==> src/rtl/inst_fetch_queue.sv <==
// Instruction fetch unit plus circular instruction queue feeding decode.
// Keeps the fetch PC and issues word fetches with at most one request outstanding.
// Returned instructions are buffered with their PCs until decode pops them.
// A ROB redirect (clear) flushes the queue and restarts fetch at jump_pc.
module inst_fetch_queue #(
    parameter int unsigned DEPTH_LOG2 = 4,
    parameter logic [31:0] RESET_PC   = 32'h0
) (
    input  logic        clk_in,
    input  logic        rst_in,
    input  logic        rdy_in,
    input  logic        clear,
    input  logic [31:0] jump_pc,
    output logic        fetch_req,
    output logic [31:0] fetch_addr,
    input  logic        fetch_ack,
    input  logic [31:0] fetch_inst,
    input  logic        Get_Inst,
    output logic [31:0] IQ_Inst,
    output logic [31:0] IQ_pc,
    output logic        IQ_en,
    output logic        IQ_isempty,
    output logic        IQ_isfull
);

    localparam int unsigned   DEPTH      = 1 << DEPTH_LOG2;
    localparam int unsigned   CW         = DEPTH_LOG2 + 1;
    localparam logic [CW-1:0] FULL_COUNT = CW'(DEPTH);

    // Fetch FSM: DROP means a request is outstanding but its data belongs to a
    // path that has since been flushed.
    localparam logic [1:0] StIdle = 2'd0;
    localparam logic [1:0] StWait = 2'd1;
    localparam logic [1:0] StDrop = 2'd2;

    logic [31:0]           mem_inst_q [DEPTH];
    logic [31:0]           mem_pc_q   [DEPTH];

    logic [1:0]            state_q,      state_d;
    logic [31:0]           fetch_pc_q,   fetch_pc_d;
    logic                  fetch_req_q,  fetch_req_d;
    logic [31:0]           fetch_addr_q, fetch_addr_d;
    logic [DEPTH_LOG2-1:0] head_q,       head_d;
    logic [DEPTH_LOG2-1:0] tail_q,       tail_d;
    logic [CW-1:0]         count_q,      count_d;

    logic                  do_pop;
    logic                  do_push;
    logic [CW-1:0]         count_after;
    logic                  has_space;
    logic                  has_space_after;
    logic                  is_empty;

    // Qualify push/pop; clear overrides both
    always_comb begin
        is_empty        = (count_q == '0);
        do_pop          = Get_Inst && !is_empty && !clear;
        do_push         = (state_q == StWait) && fetch_ack && !clear;
        // Space is reserved at issue, so count_q < DEPTH whenever do_push is set
        count_after     = count_q + CW'(do_push) - CW'(do_pop);
        has_space       = (count_q < FULL_COUNT);
        has_space_after = (count_after < FULL_COUNT);
    end

    // Next-state logic for the fetch FSM and queue pointers
    always_comb begin
        state_d      = state_q;
        fetch_pc_d   = fetch_pc_q;
        fetch_req_d  = fetch_req_q;
        fetch_addr_d = fetch_addr_q;
        head_d       = head_q;
        tail_d       = tail_q;
        count_d      = count_q;

        if (clear) begin
            head_d     = '0;
            tail_d     = '0;
            count_d    = '0;
            fetch_pc_d = jump_pc;
            // An outstanding request is never withdrawn; its data is dropped instead
            case (state_q)
                StWait: begin
                    if (fetch_ack) begin
                        state_d     = StIdle;
                        fetch_req_d = 1'b0;
                    end else begin
                        state_d = StDrop;
                    end
                end
                StDrop: begin
                    if (fetch_ack) begin
                        state_d     = StIdle;
                        fetch_req_d = 1'b0;
                    end
                end
                default: begin
                    state_d     = StIdle;
                    fetch_req_d = 1'b0;
                end
            endcase
        end else begin
            if (do_pop) begin
                head_d = head_q + DEPTH_LOG2'(1);
            end
            if (do_push) begin
                tail_d = tail_q + DEPTH_LOG2'(1);
            end
            count_d = count_after;

            case (state_q)
                StIdle: begin
                    if (has_space) begin
                        state_d      = StWait;
                        fetch_req_d  = 1'b1;
                        fetch_addr_d = fetch_pc_q;
                    end
                end
                StWait: begin
                    if (fetch_ack) begin
                        fetch_pc_d = fetch_addr_q + 32'd4;
                        if (has_space_after) begin
                            // Back-to-back: next request issued in the ack cycle
                            fetch_addr_d = fetch_addr_q + 32'd4;
                        end else begin
                            fetch_req_d = 1'b0;
                            state_d     = StIdle;
                        end
                    end
                end
                StDrop: begin
                    if (fetch_ack) begin
                        fetch_req_d = 1'b0;
                        state_d     = StIdle;
                    end
                end
                default: begin
                    state_d     = StIdle;
                    fetch_req_d = 1'b0;
                end
            endcase
        end
    end

    // Control state: synchronous active-low reset, frozen while rdy_in is low
    always_ff @(posedge clk_in) begin
        if (!rst_in) begin
            state_q      <= StIdle;
            fetch_pc_q   <= RESET_PC;
            fetch_req_q  <= 1'b0;
            fetch_addr_q <= 32'h0;
            head_q       <= '0;
            tail_q       <= '0;
            count_q      <= '0;
        end else if (rdy_in) begin
            state_q      <= state_d;
            fetch_pc_q   <= fetch_pc_d;
            fetch_req_q  <= fetch_req_d;
            fetch_addr_q <= fetch_addr_d;
            head_q       <= head_d;
            tail_q       <= tail_d;
            count_q      <= count_d;
        end
    end

    // Queue storage: write the acked word with the address it was fetched from
    always_ff @(posedge clk_in) begin
        if (rst_in && rdy_in && do_push) begin
            mem_inst_q[tail_q] <= fetch_inst;
            mem_pc_q[tail_q]   <= fetch_addr_q;
        end
    end

    // Head outputs and flags, from registered state only
    always_comb begin
        fetch_req  = fetch_req_q;
        fetch_addr = fetch_addr_q;
        IQ_isempty = is_empty;
        IQ_isfull  = (count_q == FULL_COUNT);
        IQ_en      = !is_empty;
        IQ_Inst    = is_empty ? 32'h0 : mem_inst_q[head_q];
        IQ_pc      = is_empty ? 32'h0 : mem_pc_q[head_q];
    end

    // Invariants on queue occupancy and the request handshake
    assert property (@(posedge clk_in) disable iff (!rst_in)
        count_q <= FULL_COUNT)
        else $error("queue count exceeds depth");

    assert property (@(posedge clk_in) disable iff (!rst_in)
        (tail_q - head_q) == count_q[DEPTH_LOG2-1:0])
        else $error("queue pointers disagree with count");

    assert property (@(posedge clk_in) disable iff (!rst_in)
        (rdy_in && do_push) |-> has_space)
        else $error("push into a full queue");

    assert property (@(posedge clk_in) disable iff (!rst_in)
        (fetch_req_q && !fetch_ack) |=> (fetch_req_q && $stable(fetch_addr_q)))
        else $error("fetch request withdrawn or address changed before ack");

endmodule
==> config.mk <==
export PLATFORM = sky130hd
export DESIGN_NAME = inst_fetch_queue
export DESIGN_NICKNAME = d
export VERILOG_FILES = /design/src/rtl/inst_fetch_queue.sv
export SDC_FILE = /design/constraint.sdc
export NUM_CORES = 1
export LEC_CHECK = 0
export ABC_AREA = 1
export CAP_MARGIN = 20
export CORE_MARGIN = 2
export CORE_UTILIZATION = 50
export CTS_CLUSTER_SIZE = 25
export DETAILED_ROUTE_END_ITERATION = 10
export PLACE_DENSITY = 0.76
export SLEW_MARGIN = 10
export SYNTH_ARGS = -nofsm -noshare
export SYNTH_HDL_FRONTEND = slang
export SYNTH_SLANG_ARGS = --single-unit
==> constraint.sdc <==
create_clock -name clk_in -period 7.4 [get_ports clk_in]
set_clock_uncertainty 0.2 [all_clocks]
set_input_delay 1.85 -clock clk_in [delete_from_list [all_inputs] [get_ports clk_in]]
set_output_delay 1.85 -clock clk_in [all_outputs]
set_load 0.01 [all_outputs]
==> results of run 1 <==
-- per-stage QoR --
stage / instances / instance area (µm²) / hold slack [ns]
6_report: 5078 / 51300 / 0.292
5_1_grt: 5078 / 51300 / 0.314
4_1_cts: 5077 / 51200 / 0.289
3_5_place_dp: 4881 / 47800 / 0.276
3_3_place_gp: 4880 / 47800 / 0.265
2_1_floorplan: 3730 / 45000 / 0.244
-- worst reg2reg max path, stage by stage (launching register included) --
cell and delay [ns]:
dfxtp_1 0.34, inv_1 0.09, ha_1 0.14, buf_4 0.37
nand3_1 0.14, ha_1 0.29, inv_1 0.04, ha_1 0.21
fa_1 0.44, nand2_1 0.09, nand2_1 0.07, nand3_1 0.15
nand3_2 0.29, nand2_1 0.45, buf_4 0.35, inv_2 0.17
nand2_1 0.09, a21oi_1 0.08
-- cell type report --
| cell class | count | area [µm²] | area share, % |
|---|---|---|---|
| Multi-Input combinational cell | 2312 | 11300 | 22.0 |
| Sequential cell | 1108 | 32400 | 63.3 |
| Inverter | 59 | 236 | 0.461 |
| Clock buffer | 131 | 2840 | 5.54 |
| Clock inverter | 65 | 581 | 1.13 |
| Tap cell | 1176 | 1470 | 2.87 |
| Timing Repair Buffer | 227 | 2410 | 4.71 |
-- per-layer routing --
| metal | wire length [µm] | GRT usage (%) |
|---|---|---|
| met1 | 45600 | 33.7 |
| met2 | 53700 | 38.0 |
| met3 | 10700 | 4.03 |
| met4 | 2530 | 6.98 |
| met5 | 13 | 0 |
-- power groups by stage --
| stage | clock, mW | sequential (mW) | combinational, mW |
|---|---|---|---|
| after floorplan | 0 | 7.16 | 0.192 |
| after global placement | 0 | 7.20 | 0.417 |
| after detailed placement | 0 | 7.20 | 0.423 |
| after CTS | 5.35 | 7.07 | 0.427 |
| after global routing | 5.60 | 7.08 | 0.470 |
| final | 5.30 | 7.07 | 0.429 |
-- registers in the layout, indices dropped and copies added (netlist names), named ones only --
signal,flops
count_q,5
fetch_addr,32
fetch_pc_q,32
fetch_req,1
head_q,4
mem_inst_q,512
mem_pc_q,512
state_q,2
tail_q,4
-- cells by family after synthesis --
logic type                 Yosys count  share of synthesized area [%]
xor gates and xnor gates             6                          0.117
and+or+nand+nor                   1213                           10.7
AOI/OAI and AO/OA                 1077                           13.5
buffers and inverters              310                           3.20
adders and majority gates           16                          0.461
DFF                               1108                           72.0
-- final timing paths --
path                                    start              to  cells past startpoint
worst min-delay path            fetch_pc_q[4]   fetch_pc_q[4]                      2
worst min register to register  fetch_pc_q[4]   fetch_pc_q[4]                      2
worst max-delay path                flip-flop       IQ_pc[13]                      7
worst max register to register     state_q[1]  fetch_addr[15]                     17
-- placed cells by master, fill, tap and decap left out, types with 3 or more instances in the layout --
cell type	count
buf_12	20
bufinv_16	7
or2_2	10
inv_2	3
clkbuf_16	110
o21ai_1	147
o21ai_0	499
o221ai_1	6
clkinvlp_4	4
buf_4	36
inv_16	3
edfxtp_1	1024
nor2_2	3
xnor2_1	3
clkinv_1	34
dfxtp_1	80
a22oi_1	12
o211ai_1	250
clkdlybuf4s50_1	168
dfxtp_4	4
ha_1	15
clkbuf_1	20
nor2_1	837
nand4_1	4
a21oi_1	153
nand3b_1	10
inv_1	48
nand3_1	110
a31oi_1	3
xor2_1	3
nor2_4	17
clkinv_2	17
nand2_1	217
==> impl_metrics.tcl, run 1 <==
set metrics [dict create \
    path_class "reg2out" \
    critPathCaptureType "output port" \
    initial_core_util_pct 50.3 \
    power_frac_comb_pct 3.4 \
    n_antenna_cell 0 \
    cts_sinks 1108 \
    drive_gt1_share_pct 6.43 \
    status "complete, no violations" \
    cts_resized 0 \
    sw_frac_of_total_pct 21.2 \
    max_freq_ghz 0.160 \
    p_total_mw 12.8 \
    r2r_slack_ns 3.27 \
    grt_pass1_wl_um 170000 \
    grt_overflow 0 \
    crit_buf_inv 3 \
    synth_top_area_share_pct 68.3 \
    worst_slack_ns 1.15 \
    synth_area_mm2 0.0450 \
    io_pins 170 \
    synth_common_cells "edfxtp_1 (1024), nor2_1 (853), o21ai_0 (499)" \
    gr-usage-all-layers_pct 23.8 \
    clock_path_buffers 3 \
    yosys_warnings 0 \
    synth_area_per_cell_um2 12.1 \
    port-buffer-count 169 \
    net-switching-power_mw 2.71 \
    hp-class "reg2reg" \
    drc 0 \
    vias 30200 \
    cts_max_level 3 \
    crit_family "buffers and inverters" \
    routabilityCongestion 0.863 \
    fin_crit_ns 6.25 \
    via_per_inst 5.95 \
    slew_headroom_pct 15.3 \
    irDropWorstVdd_mv 0.246 \
    clkLatencyLatePin_ns 0.66 \
    placementRows 110 \
    slowest_stage "clkdlybuf4s50_1" \
    slew_violations 0 \
    synthCells 3730 \
    ys.flop_type "edfxtp_1" \
    cts-root-buf "clkbuf_16" \
    postRouteAntennaNets 0 \
    share_seq_of_total_power_pct 55.3 \
    synth_fp_nets 3816 \
    grt_pass1_vias 28600 \
    synthTopCellsByArea "edfxtp_1 (68%), nor2_1 (7.1%), o21ai_0 (5.5%)" \
    die_w_um 304 \
    wl_per_cell_um 22.1 \
    rsz0062_at_grt "no" \
    grt_max_degree 272 \
    p_per_area_mw_per_mm2 250 \
    worst_slew_pin_slew_ns 1.27 \
    p_int_mw 10.1 \
    cp_cell_sequence "inv_4 -> buf_4 -> o21ai_0 -> o211ai_1 -> nand3_1 -> a21oi_1 -> clkdlybuf4s50_1" \
    yosysUniqueCellTypes 40 \
    cts_tree "done" \
    place_worst_setup_slack_ns 1.63 \
    yosys.area.top_type "edfxtp_1" \
    nFillCells 6824 \
    synth_seq_cells 1108 \
    max_stage_delay_ns 0.69 \
    setup_viol 0 \
    ctsHoldBuffers 0 \
    setup_tns_ns 0 \
    start_kind "flip-flop" \
    ys_seq_area_share_pct 72.0 \
    synth-async-reset-ratio_pct 0 \
    crit_required_ns 5.35 \
    cts_setup_buffers 0 \
    yosysMostFrequentCell "edfxtp_1" \
    antenna_found_initial 3 \
    drt_iter0_drc 3703 \
    post-dp-hpwl_um 57100 \
    clk_pin_slew_worst_paths_ns 0.06 \
    numCtsBuffers 108 \
    cp.arrival_ns 4.20 \
    final_nets 3902 \
    utilization_pct 57.2 \
    clkPwrFrac_pct 41.4 \
    die_h_um 304 \
    period_share_pct 84.5 \
    drtPass1Iterations 6 \
    path_max_fanout 64 \
    area.growth.synth_to_final_pct 13.8 \
    maxCapViolations 0 \
    routed_wl_um 112000 \
    hold_viol 0 \
    synth_edf_count 1024 \
    p_leak_nw 16.5 \
    die-area_mm2 0.0925 \
    core_mm2 0.0896 \
]
(Power assumes the default switching activity.)
==> run 2: changes to the inputs <==
PLACE_DENSITY = 0.79   (was 0.76)
clock period = 5.61 ns   (was 7.4 ns; I/O delays follow)
==> run 2 against run 1 <==
Compared with the run above: non-clock buffer count rose by 23; setup slack got worse by 0.96 ns; utilization rose by 0.081 points; sequential share of layout area fell by 0.089 points; wire length rose by 1.6%; die area did not move; register-to-register slack got worse by 2.0 ns; global-route usage rose by 0.38 points; sequential power rose by 32%; critical path type unchanged; final cell count rose by 0.45%; largest power group unchanged; sequential cell count did not move; power rose by 31%.
==> impl_metrics.tcl, run 2 (same netlist as run 1, synthesis figures left out) <==
set metrics [dict create \
    final_cell_mix "edfxtp_1 (1024), nor2_1 (837), o21ai_0 (499)" \
    worst_slew_pin_slew_ns 1.07 \
    hp-class "reg2reg" \
    grt_pass1_wl_um 172000 \
    clkLatencyLatePin_ns 0.69 \
    path_class "reg2out" \
    die-area_mm2 0.0925 \
    crit_buf_inv 2 \
    final_nets 3923 \
    clk_pin_slew_worst_paths_ns 0.06 \
    post_dp_cell_area_mm2 0.0480 \
    drt_iter0_drc 3688 \
    max_stage_delay_ns 0.87 \
    critPathCaptureType "output port" \
    drc 0 \
    setup_tns_ns 0 \
    ctsHoldBuffers 0 \
    place_worst_setup_slack_ns 0.506 \
    largestRegisters "mem_inst_q (512), mem_pc_q (512)" \
    m1WireLength_um 44600 \
    cp_cell_sequence "buf_12 -> nor2_1 -> nor2_1 -> o21ai_0 -> o211ai_1 -> nand3_1 -> a21oi_1 -> clkdlybuf4s50_1" \
    cts_sinks 1108 \
    clock_path_buffers 3 \
    maxCapViolations 0 \
    grt_max_degree 167 \
    irDropWorstVdd_mv 0.234 \
    post-dp-hpwl_um 59800 \
    start_kind "flip-flop" \
    whs_ns 0.275 \
    min_from "fetch_pc_q[20]" \
    r2r_slack_ns 1.31 \
    finalNonFillerCells 5101 \
    rsz0062_at_grt "no" \
    cts-root-buf "clkbuf_16" \
    p_per_area_mw_per_mm2 326 \
    initial_core_util_pct 50.3 \
    grt_pass1_vias 29200 \
    wl_met2_um 54500 \
    drive_gt1_share_pct 6.91 \
    numCtsBuffers 106 \
    topRoutingLayerUsed "met5" \
    wl_met3_um 11700 \
    p_leak_nw 16.6 \
    crit_required_ns 4.01 \
    slew_violations 0 \
    placementRows 110 \
    utilization_pct 57.3 \
    finish.instance_area_mm2 0.0513 \
    worstHoldPathCells 2 \
    area.growth.synth_to_final_pct 14.0 \
    die_h_um 304 \
    drtPass1Iterations 6 \
    slew_headroom_pct 28.0 \
    io_pins 170 \
    timing.rr.start "count_q[3]" \
    p_total_mw 16.7 \
    antenna_found_initial 4 \
    placed_cells 4905 \
    slowest_stage "dfxtp_4" \
    nFillCells 6777 \
    rr_worst_depth 17 \
    port-buffer-count 169 \
    cts_resized 0 \
    cts_max_level 3 \
    timing.rr.end "fetch_addr[22]" \
    final_common_cell "edfxtp_1" \
    crit_top_cell "nor2_1" \
    holdPathEnd "fetch_pc_q[20]" \
    postRouteAntennaNets 0 \
    status "complete, no violations" \
    via_per_inst 5.97 \
    wl_per_cell_um 22.4 \
    grt_overflow 0 \
    cts_setup_buffers 0 \
    cts_tree "done" \
    worst_slack_ns 0.190 \
    setup_viol 0 \
    period_share_pct 96.6 \
    crit_family "buffers and inverters" \
    die_w_um 304 \
    max_freq_ghz 0.185 \
    hold_viol 0 \
    routed_wl_um 114000 \
    path_max_fanout 117 \
    fin_crit_ns 5.42 \
    vias 30500 \
    cp.arrival_ns 3.82 \
    core_mm2 0.0896 \
    gr-usage-all-layers_pct 24.2 \
    routabilityCongestion 0.828 \
]
==> run 2: how the worst max path moves through the flow <==
stage,cells past startpoint,end,from,slack [ns]
finish,8,IQ_pc[18],flip-flop,0.19
global route,8,IQ_pc[10],flip-flop,0.02
CTS,7,IQ_Inst[11],flip-flop,0.10
detailed placement,15,fetch_addr[24],clear,0.51
global placement,15,fetch_addr[28],clear,0.62
floorplan,5,mem_inst_q[0][0],rst_in,0.04
==> run 2: cell type report <==
cell class	count	area [µm²]	area share, %
clock buffers	134	2810	5.47
inverters	59	241	0.470
clock inverters	61	495	0.965
repair buffers	250	2590	5.06
multi-input cells	2312	11300	22.0
well taps	1176	1470	2.87
diodes	1	2.50	0.00487
flip-flops and latches	1108	32400	63.2
==> run 2: where the power goes <==
part,total (mW),switching [mW],internal [mW]
clock,6.83,3.05,3.78
combinational,0.584,0.369,0.215
sequential,9.31,0.157,9.16
total,16.7,3.57,13.2
==> run 2: tightest hold or removal path, cell delays in order (launching register included) <==
cell	delay (ns)
dfxtp_1	0.31
nand2_1	0.06
a21oi_1	0.05
==> run 2: metal layers <==
| metal | global-route usage [%] | vias up |
|---|---|---|
| li1 | - | 13800 |
| met1 | 33.2 | 14800 |
| met2 | 39.3 | 1680 |
| met3 | 4.02 | 243 |
| met4 | 8.52 | 6 |
| met5 | 0 | - |
